$ cat config.mk
export PLATFORM = sky130hd
export DESIGN_NAME = pe_dispatch
export DESIGN_NICKNAME = d
export VERILOG_FILES = /design/src/rtl/pe_dispatch.sv
export SDC_FILE = /design/constraint.sdc
export NUM_CORES = 1
export LEC_CHECK = 0
export CAP_MARGIN = 0
export CORE_MARGIN = 2
export CORE_UTILIZATION = 55
export CTS_CLUSTER_DIAMETER = 100
export DETAILED_ROUTE_END_ITERATION = 6
export MAX_ROUTING_LAYER = met4
export PLACE_DENSITY = 0.81
export SYNTH_ARGS = -nofsm -noshare
export SYNTH_HDL_FRONTEND = slang
export SYNTH_SLANG_ARGS = --single-unit
$ cat constraint.sdc
create_clock -name clk -period 6.3 [get_ports clk]
set_input_delay 0.63 -clock clk [delete_from_list [all_inputs] [get_ports clk]]
set_output_delay 0.63 -clock clk [all_outputs]
set_load 0.05 [all_outputs]
$ cat src/rtl/pe_dispatch.sv
// pe_dispatch: feeds one PE with command-framed operand pairs and
// collects its results in a credit-protected show-ahead FIFO.
package pe_pkg;

   typedef logic [11:0] coeff_t;

   typedef enum logic [1:0] {
      PE_MODE_NTT    = 2'd0,
      PE_MODE_ADDSUB = 2'd1,
      PE_MODE_CWM    = 2'd2,
      PE_MODE_COMP   = 2'd3
   } pe_mode_e;

endpackage

module pe_dispatch
   import pe_pkg::*;
#(
   parameter int RES_DEPTH = 8
) (
   input  logic     clk,
   input  logic     rst,
   input  logic     cmd_valid_i,
   output logic     cmd_ready_o,
   input  pe_mode_e cmd_mode_i,
   input  logic [8:0] cmd_len_i,
   input  logic     op_valid_i,
   output logic     op_ready_o,
   input  coeff_t   op_a_i,
   input  coeff_t   op_b_i,
   input  coeff_t   op_w_i,
   output coeff_t   pe_a_o,
   output coeff_t   pe_b_o,
   output coeff_t   pe_w_o,
   output pe_mode_e pe_ctrl_o,
   output logic     pe_valid_o,
   input  coeff_t   pe_u_i,
   input  coeff_t   pe_v_i,
   input  logic     pe_valid_i,
   output logic     res_valid_o,
   input  logic     res_ready_i,
   output coeff_t   res_u_o,
   output coeff_t   res_v_o,
   output logic     busy_o,
   output logic     done_o,
   output logic     err_o
);

   localparam int PW = $clog2(RES_DEPTH);
   localparam int CW = $clog2(RES_DEPTH + 1);
   localparam logic [PW-1:0] LAST = PW'(RES_DEPTH - 1);
   localparam logic [CW:0]   DEPTH_L = (CW + 1)'(RES_DEPTH);

   typedef enum logic [1:0] {
      IDLE  = 2'd0,
      ISSUE = 2'd1,
      DRAIN = 2'd2
   } state_e;

   state_e state;
   state_e state_nx;

   logic [8:0]    len;
   logic [8:0]    issued;
   logic [CW-1:0] inflight;
   logic [CW-1:0] count;
   logic [PW-1:0] wr_ptr;
   logic [PW-1:0] rd_ptr;
   logic [CW:0]   used;

   coeff_t mem_u [0:RES_DEPTH-1];
   coeff_t mem_v [0:RES_DEPTH-1];

   logic accept;
   logic credit_ok;
   logic issue;
   logic issue_last;
   logic push;
   logic pop;
   logic drain_ok;

   assign accept     = (state == IDLE) && cmd_valid_i;
   assign used       = {1'b0, count} + {1'b0, inflight};
   assign credit_ok  = used < DEPTH_L;
   assign issue      = op_valid_i && op_ready_o;
   assign issue_last = issue && (issued == (len - 9'd1));
   assign push       = pe_valid_i && (inflight != '0);
   assign pop        = res_valid_o && res_ready_i;
   assign drain_ok   = (inflight == '0) && (count == '0);

   assign pe_valid_o = issue;
   assign pe_a_o     = op_a_i;
   assign pe_b_o     = op_b_i;
   assign pe_w_o     = op_w_i;

   assign res_valid_o = count != '0;
   assign res_u_o     = mem_u[rd_ptr];
   assign res_v_o     = mem_v[rd_ptr];

   always_ff @(posedge clk) begin
      if (rst) state <= IDLE;
      else     state <= state_nx;
   end

   always_comb begin
      state_nx = state;
      unique case (state)
         IDLE: begin
            if (cmd_valid_i && (cmd_len_i != 9'd0))
               state_nx = ISSUE;
         end
         ISSUE: begin
            if (issue_last) state_nx = DRAIN;
         end
         DRAIN: begin
            if (drain_ok) state_nx = IDLE;
         end
         default: state_nx = IDLE;
      endcase
   end

   always_comb begin
      cmd_ready_o = 1'b0;
      busy_o      = 1'b0;
      op_ready_o  = 1'b0;
      unique case (state)
         IDLE:  cmd_ready_o = 1'b1;
         ISSUE: begin
            busy_o     = 1'b1;
            op_ready_o = (issued < len) && credit_ok;
         end
         DRAIN: busy_o = 1'b1;
         default: ;
      endcase
   end

   // done is registered so it lands in the first cycle back in IDLE
   always_ff @(posedge clk) begin
      if (rst) begin
         len       <= '0;
         issued    <= '0;
         pe_ctrl_o <= PE_MODE_NTT;
         done_o    <= 1'b0;
         err_o     <= 1'b0;
      end else begin
         done_o <= (accept && (cmd_len_i == 9'd0)) ||
                   ((state == DRAIN) && drain_ok);
         if (accept) begin
            len       <= cmd_len_i;
            issued    <= '0;
            pe_ctrl_o <= cmd_mode_i;
         end else if (issue) begin
            issued <= issued + 9'd1;
         end
         if (pe_valid_i && (inflight == '0))
            err_o <= 1'b1;
      end
   end

   always_ff @(posedge clk) begin
      if (rst) begin
         inflight <= '0;
      end else begin
         unique case ({issue, push})
            2'b10:   inflight <= inflight + CW'(1);
            2'b01:   inflight <= inflight - CW'(1);
            default: ;
         endcase
      end
   end

   always_ff @(posedge clk) begin
      if (rst) begin
         wr_ptr <= '0;
         rd_ptr <= '0;
         count  <= '0;
      end else begin
         if (push)
            wr_ptr <= (wr_ptr == LAST) ? '0 : wr_ptr + PW'(1);
         if (pop)
            rd_ptr <= (rd_ptr == LAST) ? '0 : rd_ptr + PW'(1);
         unique case ({push, pop})
            2'b10:   count <= count + CW'(1);
            2'b01:   count <= count - CW'(1);
            default: ;
         endcase
      end
   end

   always_ff @(posedge clk) begin
      if (push) begin
         mem_u[wr_ptr] <= pe_u_i;
         mem_v[wr_ptr] <= pe_v_i;
      end
   end

endmodule

Yosys cells after proc, flatten, opt, wreduce, memory -nomap -nowiden. Memories as Yosys holds them, arrays and structs flattened. A register that Yosys moved wholly into a read port is not among the register bits. Cells that the tools add are included. Widths: inputs -> output; s select.

Logic and storage cells: 76. Memories kept: 2. Output and inout bits: 69. Register bits after elaboration: 38. RAM bits: 192.

Reduce and logical (&&, ||, !) cells: 24. Magnitude comparators: 2. Muxes and demuxes: 17. Eq/ne operators: 12. Add/subtract/negate cells: 9.

Memory list: mem_u (words 8, width 12, rd ports 1, clocked after Yosys merged registers in 1, wr ports 1, RTL line 71) `coeff_t mem_u [0:RES_DEPTH-1];`; mem_v (words 8, width 12, rd ports 1, clocked after Yosys merged registers in 1, wr ports 1, RTL line 72) `coeff_t mem_v [0:RES_DEPTH-1];`.

Operators by type and width (count): $mux 3 (6); $pmux 4 s2 (2); $logic_and 1x1->1 (11); $add 9x1->9 const B (1); $eq 9x9->1 (1); $logic_not 9->1 (1); $lt 9x9->1 (1); $reduce_bool 9->1 (1); $sub 9x1->9 const B (1); $add 4x1->4 const B (2); $logic_not 4->1 (2); $reduce_bool 4->1 (2); $sub 4x1->4 const B (2); $add 3x1->3 const B (2); $eq 2x1->1 const B (3); $eq 2x2->1 const B (3); $eq 3x3->1 const B (2); $mux 2 (3); $pmux 2 s3 (1); $add 4x4->5 (1); $lt 5x4->1 const B (1); $mux 1 (5); $ne 2x2->1 const B (2); $reduce_bool 2->1 (2); other kinds (5) (6).

Longest topological paths before layout. Gate-level depths: netlist of run 1.

Word-level depth: 8. Mapped depth: 14.

Worst setup path after synthesis of run 1. Ideal clock, no wire load.

Path kind: input -> register. Start: input port pe_valid_i. End: memory mem_u[0][0] (netlist bit) (enable). Library setup time: 0.466 ns. Stages: 3. Slack: 2.621 ns. Arrival: 3.213 ns. Required time: 5.834 ns. Path through: nand2b_1 > clkbuf_1 > nor4_1.

Word-level cells in the longest chain between the ends: 3.

RTL lines: start: declaration (RTL line 39) `input logic pe_valid_i,`; $logic_and 1x1->1 (RTL line 87) `assign push = pe_valid_i && (inflight != '0);`; $mux 1 (RTL line 191) `if (push) begin`; $mux 1 (implied by the code) (RTL line 192) `mem_u[wr_ptr] <= pe_u_i;`; end: declaration (RTL line 71).

Every way passes these cells.

Worst setup path after layout of run 1.
Start: register len[4]. End: output port pe_valid_o.

Word-level cells in the longest chain between the ends: 4.

RTL lines: start: declaration (RTL line 63) `logic [8:0] len;`; start signal: assignment (RTL line 149) `len <= cmd_len_i;`; $lt 9x9->1 (RTL line 130) `op_ready_o = (issued < len) && credit_ok;`; $logic_and 1x1->1 (RTL line 130); $mux 1 (RTL line 126) `unique case (state)`; $logic_and 1x1->1 (RTL line 85) `assign issue = op_valid_i && op_ready_o;`; end: declaration (RTL line 36) `output logic pe_valid_o,`.

Every way passes these cells.

==> results.py, run 1 <==
metrics = {
    "outcome": {
        "status": "finished, final reports clean",
    },
    "clock_tree": {
        "cts-resized-gates": 0,
        "root_buffer": "clkbuf_16",
        "htree_levels": 1,
        "clkTransAtPathRegs_ns": 0.06,
        "cts_tree": "built",
        "cts.sinks": 233,
        "cts_hold_buffers": 0,
        "clockBufferDepth": 3,
        "cts_made_buffers": 23,
        "post-cts-setup-buffers": 0,
        "clock_latency_ns": 0.49,
    },
    "global_route": {
        "grt_usage_pct": 20.7,
        "antenna_found_initial": 0,
        "grt_start_max_net_pins": 49,
        "grt_pass1_vias": 5740,
        "grt_first_pass_wirelength_um": 30500,
        "grt_overflow": 0,
    },
    "worst_setup_path": {
        "cp.arrival_ns": 3.33,
        "critPathTopFamily": "buffers and inverters",
        "critical_path_buf_inv_count": 3,
        "crit_top_cell": "inv_1",
        "cp_slowest_stage_delay_ns": 0.82,
        "crit_path_start": "len[4]",
        "critPathMaxFanout": 8,
        "rr_startpoint": "len[4]",
        "start_kind": "flip-flop",
        "cp_slowest_cell": "clkdlybuf4s50_1",
        "rrSetupSlack_ns": 2.88,
        "end_kind": "primary output",
        "critPathKind": "reg -> out",
        "crit_chain": "inv_1 -> ha_1 -> a22o_1 -> o41ai_2 -> nand2_1 -> inv_1 -> clkdlybuf4s50_1",
        "worstPathRequired_ns": 5.67,
    },
    "final_layout": {
        "mostFrequentLayoutCell": "edfxtp_1",
        "final_util_pct": 64.0,
        "fin_nets": 780,
        "diodes": 0,
        "drive_above_1_share_pct": 19.4,
        "most-common-layout-cells": "edfxtp_1 (192), clkdlybuf4s50_1 (73), mux4_2 (48), nand2_1 (42), dfxtp_1 (39)",
        "syn_to_final_growth_pct": 14.9,
    },
    "synth": {
        "synth-edff-count": 192,
        "synth-simple-area-share_pct": 6.60,
        "ys_warn_count": 0,
        "synthMuxAreaShare_pct": 13.5,
        "yosysSeqAreaShare_pct": 66.0,
        "synth_fa_ha_area_share_pct": 3.79,
        "synth_compound_gate_area_share_pct": 3.52,
        "async_flop_share_pct": 0,
        "synth_top_family_by_area": "multiplexers",
        "synth-xor-area-share_pct": 1.84,
        "synthCells": 625,
        "synth_fp_nets": 731,
        "postSynthAreaPerCell_sq_um": 16.0,
        "syn_area_sq_um": 9970,
        "ys_ff_latch": 233,
        "ys.flop_type": "edfxtp_1",
        "synth_cell_type_count": 47,
    },
    "routing": {
        "drt-initial-drc-count": 381,
        "wirelength_um": 19200,
        "drc": 0,
        "postRouteAntennaNets": 0,
        "wl_per_cell_um": 20.9,
        "viasPerCell": 5.90,
        "vias": 5422,
        "dr.pass1.iters": 5,
    },
    "timing": {
        "clock_skew_ns": 0.0130,
        "rsz0062_at_grt": "no",
        "period_share_pct": 62.8,
        "final-hold-violation-count": 0,
        "slew_violations": 0,
        "final-setup-viol-count": 0,
        "tns_ns": 0,
        "fmax_ghz": 0.253,
        "min_period_ns": 3.96,
        "slew_headroom_pct": 35.8,
        "worst_pin_slew_ns": 0.963,
    },
    "power_and_ir_drop": {
        "vdd_drop_max_v": 0.000341,
        "power.share.combinational_pct": 25.2,
        "netSwitchingFraction_pct": 29.7,
        "powerDensity_nw_per_um2": 369,
        "pwr-share-seq_pct": 43.9,
        "power.share.clock_pct": 30.9,
        "p_int_mw": 2.98,
        "static-leakage-power_nw": 3.77,
        "power_switching_mw": 1.26,
    },
    "placement": {
        "place_hpwl_um": 11800,
        "gp_congestion": 0.857,
        "port_buffers": 73,
    },
    "die": {
        "die_area_sq_um": 19200,
        "die_h_um": 139,
        "core_sq_um": 17900,
        "die_w_um": 139,
        "start_util_pct": 55.7,
        "fp-row-count": 49,
        "ioPinCount": 146,
    },
    "run": {
        "drv_cap": 0,
    },
    "worst_hold_path": {
        "hold_path.class": "reg -> reg",
        "hp-start": "pe_ctrl_o[0]",
    },
}
-- cell usage after synthesis (9+ instances only) --
library cell	number	area [sq um]
buf_1	9	33.8
ha_1	27	338
nor2_1	29	109
xor2_1	12	105
nand2_1	42	158
buf_4	36	270
nor3_1	10	50.1
mux4_2	48	1080
a21oi_1	32	160
xnor2_1	9	78.8
inv_1	24	90.1
edfxtp_1	192	5770
clkbuf_1	13	48.8
dfxtp_1	41	821
mux2_2	24	270
-- cells by family (layout without fill, tap and decap cells) --
| logic type | count (synthesis) | in the layout |
|---|---|---|
| buffers and inverters | 84 | 149 |
| flip-flops | 233 | 233 |
| AND/OR/NAND/NOR | 131 | 131 |
| AO/OA/AOI/OAI | 55 | 55 |
| multiplexers | 72 | 72 |
| adder cells (fa/ha/maj) | 29 | 29 |
| XOR/XNOR | 21 | 21 |
-- worst min-delay path, cell delays in order (launching register included) --
cell	delay, ns
dfxtp_1	0.31
nand2_1	0.05
a21oi_1	0.05
-- per-stage QoR --
step           std cells  setup WS (ns)  hold WS [ns]  cell area (sq um)  total power, mW
4_1_cts              919           2.34         0.463              11500             4.27
3_3_place_gp         878           2.92         0.444              10700             2.93
5_1_grt              919           2.15         0.511              11500             4.41
2_1_floorplan        625           2.62         0.454               9970             2.71
6_report             919           2.34         0.460              11500             4.23
3_5_place_dp         878           2.86         0.451              10700             2.97
-- metal layers --
metal  share of wire [%]  global-route usage [%]  wire length, um
met2                  52                    36.5            10000
met1                  40                    25.2             7590
met5                   0                       -                0
met3                 7.0                    4.25             1330
met4                 1.2                    4.25              230
-- final cells by class --
cell class	count	area (sq um)
fill	1248	6440
clock buffer	30	612
inverter	24	90.1
sequential	233	6590
multi-input combinational	308	2960
tap	229	287
clock inverter	11	110
timing repair buffer	84	813
-- path summary, 6_finish.rpt --
path	endpoint	cells after the start
setup reg to reg	inflight[3]	12
hold / removal	pe_ctrl_o[0]	2
setup / recovery	pe_valid_o	7
hold reg to reg	pe_ctrl_o[0]	2
-- state kept, by name, summed over array words and instances (netlist names), named ones only --
name / cells
mem_u: 96
mem_v: 96
issued: 9
len: 9
count: 4
inflight: 4
rd_ptr: 3
wr_ptr: 3
pe_ctrl_o: 2
state: 2
done_o: 1
err_o: 1
-- power groups by stage --
stage | logic, mW | clock network, mW | registers (mW)
finish | 1.07 | 1.31 | 1.86
global route | 1.14 | 1.39 | 1.88
CTS | 1.08 | 1.33 | 1.86
detailed placement | 1.07 | 0 | 1.90
global placement | 1.04 | 0 | 1.89
floorplan | 0.887 | 0 | 1.82
Note: power is estimated with default switching activity, not from simulation.
==> run 2, diff against run 1 <==
--- a/config.mk
+++ b/config.mk
@@ -7,11 +7,11 @@
 export LEC_CHECK = 0
 export CAP_MARGIN = 0
 export CORE_MARGIN = 2
-export CORE_UTILIZATION = 55
+export CORE_UTILIZATION = 54
 export CTS_CLUSTER_DIAMETER = 100
 export DETAILED_ROUTE_END_ITERATION = 6
 export MAX_ROUTING_LAYER = met4
-export PLACE_DENSITY = 0.81
+export PLACE_DENSITY = 0.79
 export SYNTH_ARGS = -nofsm -noshare
 export SYNTH_HDL_FRONTEND = slang
 export SYNTH_SLANG_ARGS = --single-unit
==> constraint.sdc (replaced) <==
create_clock -name clk -period 3.83 [get_ports clk]
set_input_delay 0.383 -clock clk [delete_from_list [all_inputs] [get_ports clk]]
set_output_delay 0.383 -clock clk [all_outputs]
set_load 0.05 [all_outputs]
==> results.py, run 2 (same netlist as run 1, synthesis figures left out) <==
metrics = {
    "die": {
        "die_w_um": 140,
        "start_util_pct": 55.3,
        "die_area_sq_um": 19600,
        "core_sq_um": 18000,
        "die_h_um": 140,
        "fp-row-count": 49,
        "ioPinCount": 146,
    },
    "timing": {
        "final-setup-viol-count": 0,
        "tns_ns": 0,
        "worst_pin_slew_ns": 0.798,
        "clock_skew_ns": 0.0105,
        "fmax_ghz": 0.280,
        "slew_violations": 0,
        "period_share_pct": 93.2,
        "rsz0062_at_grt": "no",
        "final-hold-violation-count": 0,
        "min_period_ns": 3.57,
        "slew_headroom_pct": 46.5,
    },
    "power_and_ir_drop": {
        "vdd_drop_max_v": 0.000485,
        "static-leakage-power_nw": 3.82,
        "powerDensity_nw_per_um2": 609,
    },
    "final_layout": {
        "finalNonFillerCells": 923,
        "top_regs": "mem_u x96, mem_v x96",
        "final_util_pct": 64.1,
        "fin_nets": 786,
        "mostFrequentLayoutCell": "edfxtp_1",
        "most-common-layout-cells": "edfxtp_1 (192), clkdlybuf4s50_1 (73), mux4_2 (48), nand2_1 (42), dfxtp_1 (39)",
        "syn_to_final_growth_pct": 15.8,
        "drive_above_1_share_pct": 19.9,
    },
    "clock_tree": {
        "root_buffer": "clkbuf_16",
        "cts_made_buffers": 24,
        "htree_levels": 1,
        "cts_hold_buffers": 0,
        "cts-resized-gates": 0,
        "clockBufferDepth": 3,
        "clkTransAtPathRegs_ns": 0.06,
        "clock_latency_ns": 0.52,
        "cts_tree": "built",
        "cts.sinks": 233,
        "post-cts-setup-buffers": 0,
    },
    "worst_setup_path": {
        "cp_slowest_stage_delay_ns": 0.85,
        "critPathKind": "reg -> out",
        "critical_path_buf_inv_count": 3,
        "cp.arrival_ns": 3.19,
        "start_kind": "flip-flop",
        "cp_slowest_cell": "clkdlybuf4s50_1",
        "worstPathRequired_ns": 3.45,
        "critPathMaxFanout": 7,
        "end_kind": "primary output",
        "crit_chain": "inv_1 -> ha_1 -> a211oi_1 -> nand4_1 -> nor2_1 -> nand2_1 -> inv_1 -> clkdlybuf4s50_1",
        "critPathTopFamily": "buffers and inverters",
        "crit_top_cell": "inv_1",
    },
    "placement": {
        "dp.cells": 883,
        "port_buffers": 73,
        "place_hpwl_um": 12100,
        "gp_congestion": 0.796,
    },
    "routing": {
        "postRouteAntennaNets": 0,
        "vias": 5372,
        "viasPerCell": 5.82,
        "dr.pass1.iters": 4,
        "drc": 0,
        "drt-initial-drc-count": 316,
        "wirelength_um": 19100,
        "wl_per_cell_um": 20.7,
    },
    "global_route": {
        "grt_start_max_net_pins": 25,
        "grt_first_pass_wirelength_um": 30500,
        "grt_pass1_vias": 5706,
        "antenna_found_initial": 1,
        "grt_usage_pct": 20.4,
        "grt_overflow": 0,
    },
    "run": {
        "drv_cap": 0,
    },
    "worst_hold_path": {
        "hold_path.class": "in -> reg",
    },
    "outcome": {
        "status": "finished, final reports clean",
    },
}
==> run 2: cell types whose count changed in the layout (fill, tap and decap cells not counted), moves of 2 or more <==
cell and delta:
buf_12 +3, buf_4 +2, clkbuf_1 -2, clkinv_4 +2
==> run 2: stage by stage <==
stage	hold slack, ns	setup WS [ns]	cell area, sq um	power, mW
finish	0.420	0.259	11600	7.04
global placement	0.444	0.842	10800	4.84
CTS	0.408	0.262	11500	7.09
floorplan	0.454	0.216	9970	4.46
detailed placement	0.460	0.715	10800	4.90
global route	0.436	0.0309	11600	7.33
==> run 2: final timing paths <==
check / from / endpoint / slack [ns] / cells after the start
min: cmd_mode_i[0] / pe_ctrl_o[0] / 0.42 / 3
max reg2reg: len[8] / inflight[3] / 0.69 / 13
max: len[8] / pe_valid_o / 0.26 / 8
min reg2reg: pe_ctrl_o[0] / pe_ctrl_o[0] / 0.46 / 2
==> run 2: per-layer routing <==
layer / track usage (%) / part of all wire [%] / vias up
met5: - / 0 / -
met4: 5.53 / 2.3 / 0
met3: 3.79 / 6.8 / 56
met2: 35.6 / 52 / 186
met1: 24.8 / 39 / 2662
li1: - / - / 2468
==> run 2: final cells by class <==
class / instances / area [sq um]
flip-flops and latches: 233 / 6590
fillers: 1249 / 6470
multi-input cells: 308 / 2960
repair buffers: 89 / 888
clock buffers: 28 / 616
well taps: 229 / 287
clock inverters: 11 / 121
inverters: 24 / 90.1
diodes: 1 / 2.50
==> run 2: worst reg2reg max path: stages, from the launching register on <==
cell and delay [ns]:
dfxtp_1 0.38, inv_1 0.06, ha_1 0.30, a211oi_1 0.23
nand4_1 0.15, nor2_1 0.37, nand2_1 0.17, ha_1 0.26
ha_1 0.27, a21o_1 0.17, a21oi_1 0.17, xnor2_1 0.09
or3_1 0.30, a21oi_1 0.14
==> run 2: report_power, final <==
part,leakage [nW],internal (mW),switching [mW]
logic,1.40,0.786,1.05
registers,2.06,2.87,0.137
clock network,0.354,1.28,0.911
==> run 3, diff against run 2 <==
--- a/config.mk
+++ b/config.mk
@@ -6,12 +6,12 @@
 export NUM_CORES = 1
 export LEC_CHECK = 0
 export CAP_MARGIN = 0
-export CORE_MARGIN = 2
-export CORE_UTILIZATION = 54
+export CORE_UTILIZATION = 55
+export CTS_BUF_LIST = sky130_fd_sc_hd__clkbuf_8
 export CTS_CLUSTER_DIAMETER = 100
 export DETAILED_ROUTE_END_ITERATION = 6
 export MAX_ROUTING_LAYER = met4
-export PLACE_DENSITY = 0.79
+export PLACE_DENSITY = 0.81
 export SYNTH_ARGS = -nofsm -noshare
 export SYNTH_HDL_FRONTEND = slang
 export SYNTH_SLANG_ARGS = --single-unit
==> results.py, run 3 (same netlist as run 1, synthesis figures left out) <==
metrics = {
    "outcome": {
        "status": "finished, final reports clean",
    },
    "final_layout": {
        "syn_to_final_growth_pct": 15.8,
        "most-common-layout-cells": "edfxtp_1 (192), clkdlybuf4s50_1 (73), mux4_2 (48), clkbuf_8 (43), nand2_1 (42)",
        "drive_above_1_share_pct": 22.3,
        "final_util_pct": 66.1,
        "top_regs": "mem_u x96, mem_v x96",
        "nFillCells": 1160,
        "finalNonFillerCells": 952,
        "diodes": 0,
        "fin_nets": 805,
        "mostFrequentLayoutCell": "edfxtp_1",
    },
    "die": {
        "core_sq_um": 17500,
        "start_util_pct": 57.1,
        "fp-row-count": 48,
        "die_h_um": 137,
        "die_w_um": 137,
        "die_area_sq_um": 18700,
        "ioPinCount": 146,
    },
    "worst_setup_path": {
        "critPathKind": "reg -> out",
        "crit_top_cell": "inv_1",
        "critical_path_buf_inv_count": 4,
        "cp_slowest_cell": "clkdlybuf4s50_1",
        "cp.arrival_ns": 3.21,
        "end_kind": "primary output",
        "critPathMaxFanout": 8,
        "rrSetupSlack_ns": 0.64,
        "start_kind": "flip-flop",
        "worstPathRequired_ns": 3.45,
        "crit_chain": "inv_1 -> ha_1 -> a22o_1 -> o41ai_2 -> buf_4 -> nand2_1 -> inv_1 -> clkdlybuf4s50_1",
        "cp_slowest_stage_delay_ns": 0.84,
        "critPathTopFamily": "buffers and inverters",
    },
    "timing": {
        "clock_skew_ns": 0.0271,
        "slew_violations": 0,
        "rsz0062_at_grt": "no",
        "worst_pin_slew_ns": 0.848,
        "fmax_ghz": 0.278,
        "slew_headroom_pct": 43.1,
        "period_share_pct": 93.8,
        "min_period_ns": 3.59,
        "final-setup-viol-count": 0,
        "tns_ns": 0,
        "final-hold-violation-count": 0,
        "hold_slack_ns": 0.424,
    },
    "global_route": {
        "grt_start_max_net_pins": 25,
        "grt_pass1_vias": 5853,
        "grt_usage_pct": 22.5,
        "antenna_found_initial": 0,
        "grt_overflow": 0,
        "grt_first_pass_wirelength_um": 30400,
    },
    "power_and_ir_drop": {
        "powerDensity_nw_per_um2": 595,
        "static-leakage-power_nw": 3.90,
        "vdd_drop_max_v": 0.000410,
    },
    "routing": {
        "dr_wl_met3_um": 1210,
        "wirelength_um": 19400,
        "met1Wirelength_um": 7660,
        "met2_length_um": 10000,
        "drt-initial-drc-count": 323,
        "dr.pass1.iters": 4,
        "postRouteAntennaNets": 0,
        "wl_per_cell_um": 20.4,
        "drc": 0,
        "top_layer": "met4",
        "vias": 5494,
        "viasPerCell": 5.77,
    },
    "clock_tree": {
        "cts_tree": "built",
        "htree_levels": 2,
        "post-cts-setup-buffers": 0,
        "cts-resized-gates": 0,
        "clock_latency_ns": 0.53,
        "clkTransAtPathRegs_ns": 0.06,
        "cts.sinks": 233,
        "root_buffer": "clkbuf_8",
        "cts_hold_buffers": 0,
        "cts_made_buffers": 38,
        "clockBufferDepth": 3,
    },
    "placement": {
        "dp.cells": 884,
        "gp_congestion": 0.795,
        "place_hpwl_um": 12600,
        "port_buffers": 73,
    },
    "worst_hold_path": {
        "hold_path.class": "in -> reg",
    },
    "run": {
        "drv_cap": 0,
    },
}
-- run 3: cell count changes in the layout (fill, tap and decap cells not counted), moves of 2 or more --
cell,delta
clkbuf_8,+43
clkbuf_16,-24
inv_1,+9
buf_4,+6
clkinv_1,+5
clkbuf_1,-4
clkinv_2,+4
clkinv_4,-2
-- run 3: worst paths after layout --
kind                 startpoint            to  cells after the start
setup / recovery         len[4]    pe_valid_o                      8
hold / removal    cmd_mode_i[1]  pe_ctrl_o[1]                      3
setup reg to reg         len[4]   inflight[3]                     13
hold reg to reg    pe_ctrl_o[0]  pe_ctrl_o[0]                      2
-- run 3: area by class of cell --
type,instances,area [sq um],area share (%)
repair buffers,94,913,7.90
multi-input cells,308,2960,25.6
inverters,24,90.1,0.780
flip-flops and latches,233,6590,57.0
clock inverters,25,130,1.13
well taps,225,282,2.44
clock buffers,43,592,5.12
-- run 3: worst reg2reg max path, stage by stage, from the launching register on --
cell and delay, ns:
dfxtp_1 0.48, inv_1 0.09, ha_1 0.32, a22o_1 0.20, o41ai_2 0.29, buf_4 0.20, nand2_1 0.10, ha_1 0.27
ha_1 0.29, a21o_1 0.18, a21oi_1 0.16, xnor2_1 0.10, or3_1 0.32, a21oi_1 0.16
-- run 3: report_power, final --
group          internal, mW  switching (mW)
registers              2.87           0.122
logic                 0.793            1.06
clock network          1.09           0.926
total                  4.76            2.11
-- run 3: stage by stage --
| stage | worst slack [ns] | cell area, sq um | power (mW) |
|---|---|---|---|
| 2_1_floorplan | 0.216 | 9970 | 4.46 |
| 3_3_place_gp | 0.853 | 10800 | 4.85 |
| 3_5_place_dp | 0.681 | 10800 | 4.91 |
| 4_1_cts | 0.226 | 11600 | 6.93 |
| 5_1_grt | 0.126 | 11600 | 7.17 |
| 6_report | 0.238 | 11600 | 6.87 |
-- run 3: per-layer routing --
layer / track usage (%) / up-vias
met5: - / -
li1: - / 2514
met3: 3.93 / 60
met2: 38.2 / 193
met4: 9.20 / 0
met1: 26.4 / 2727
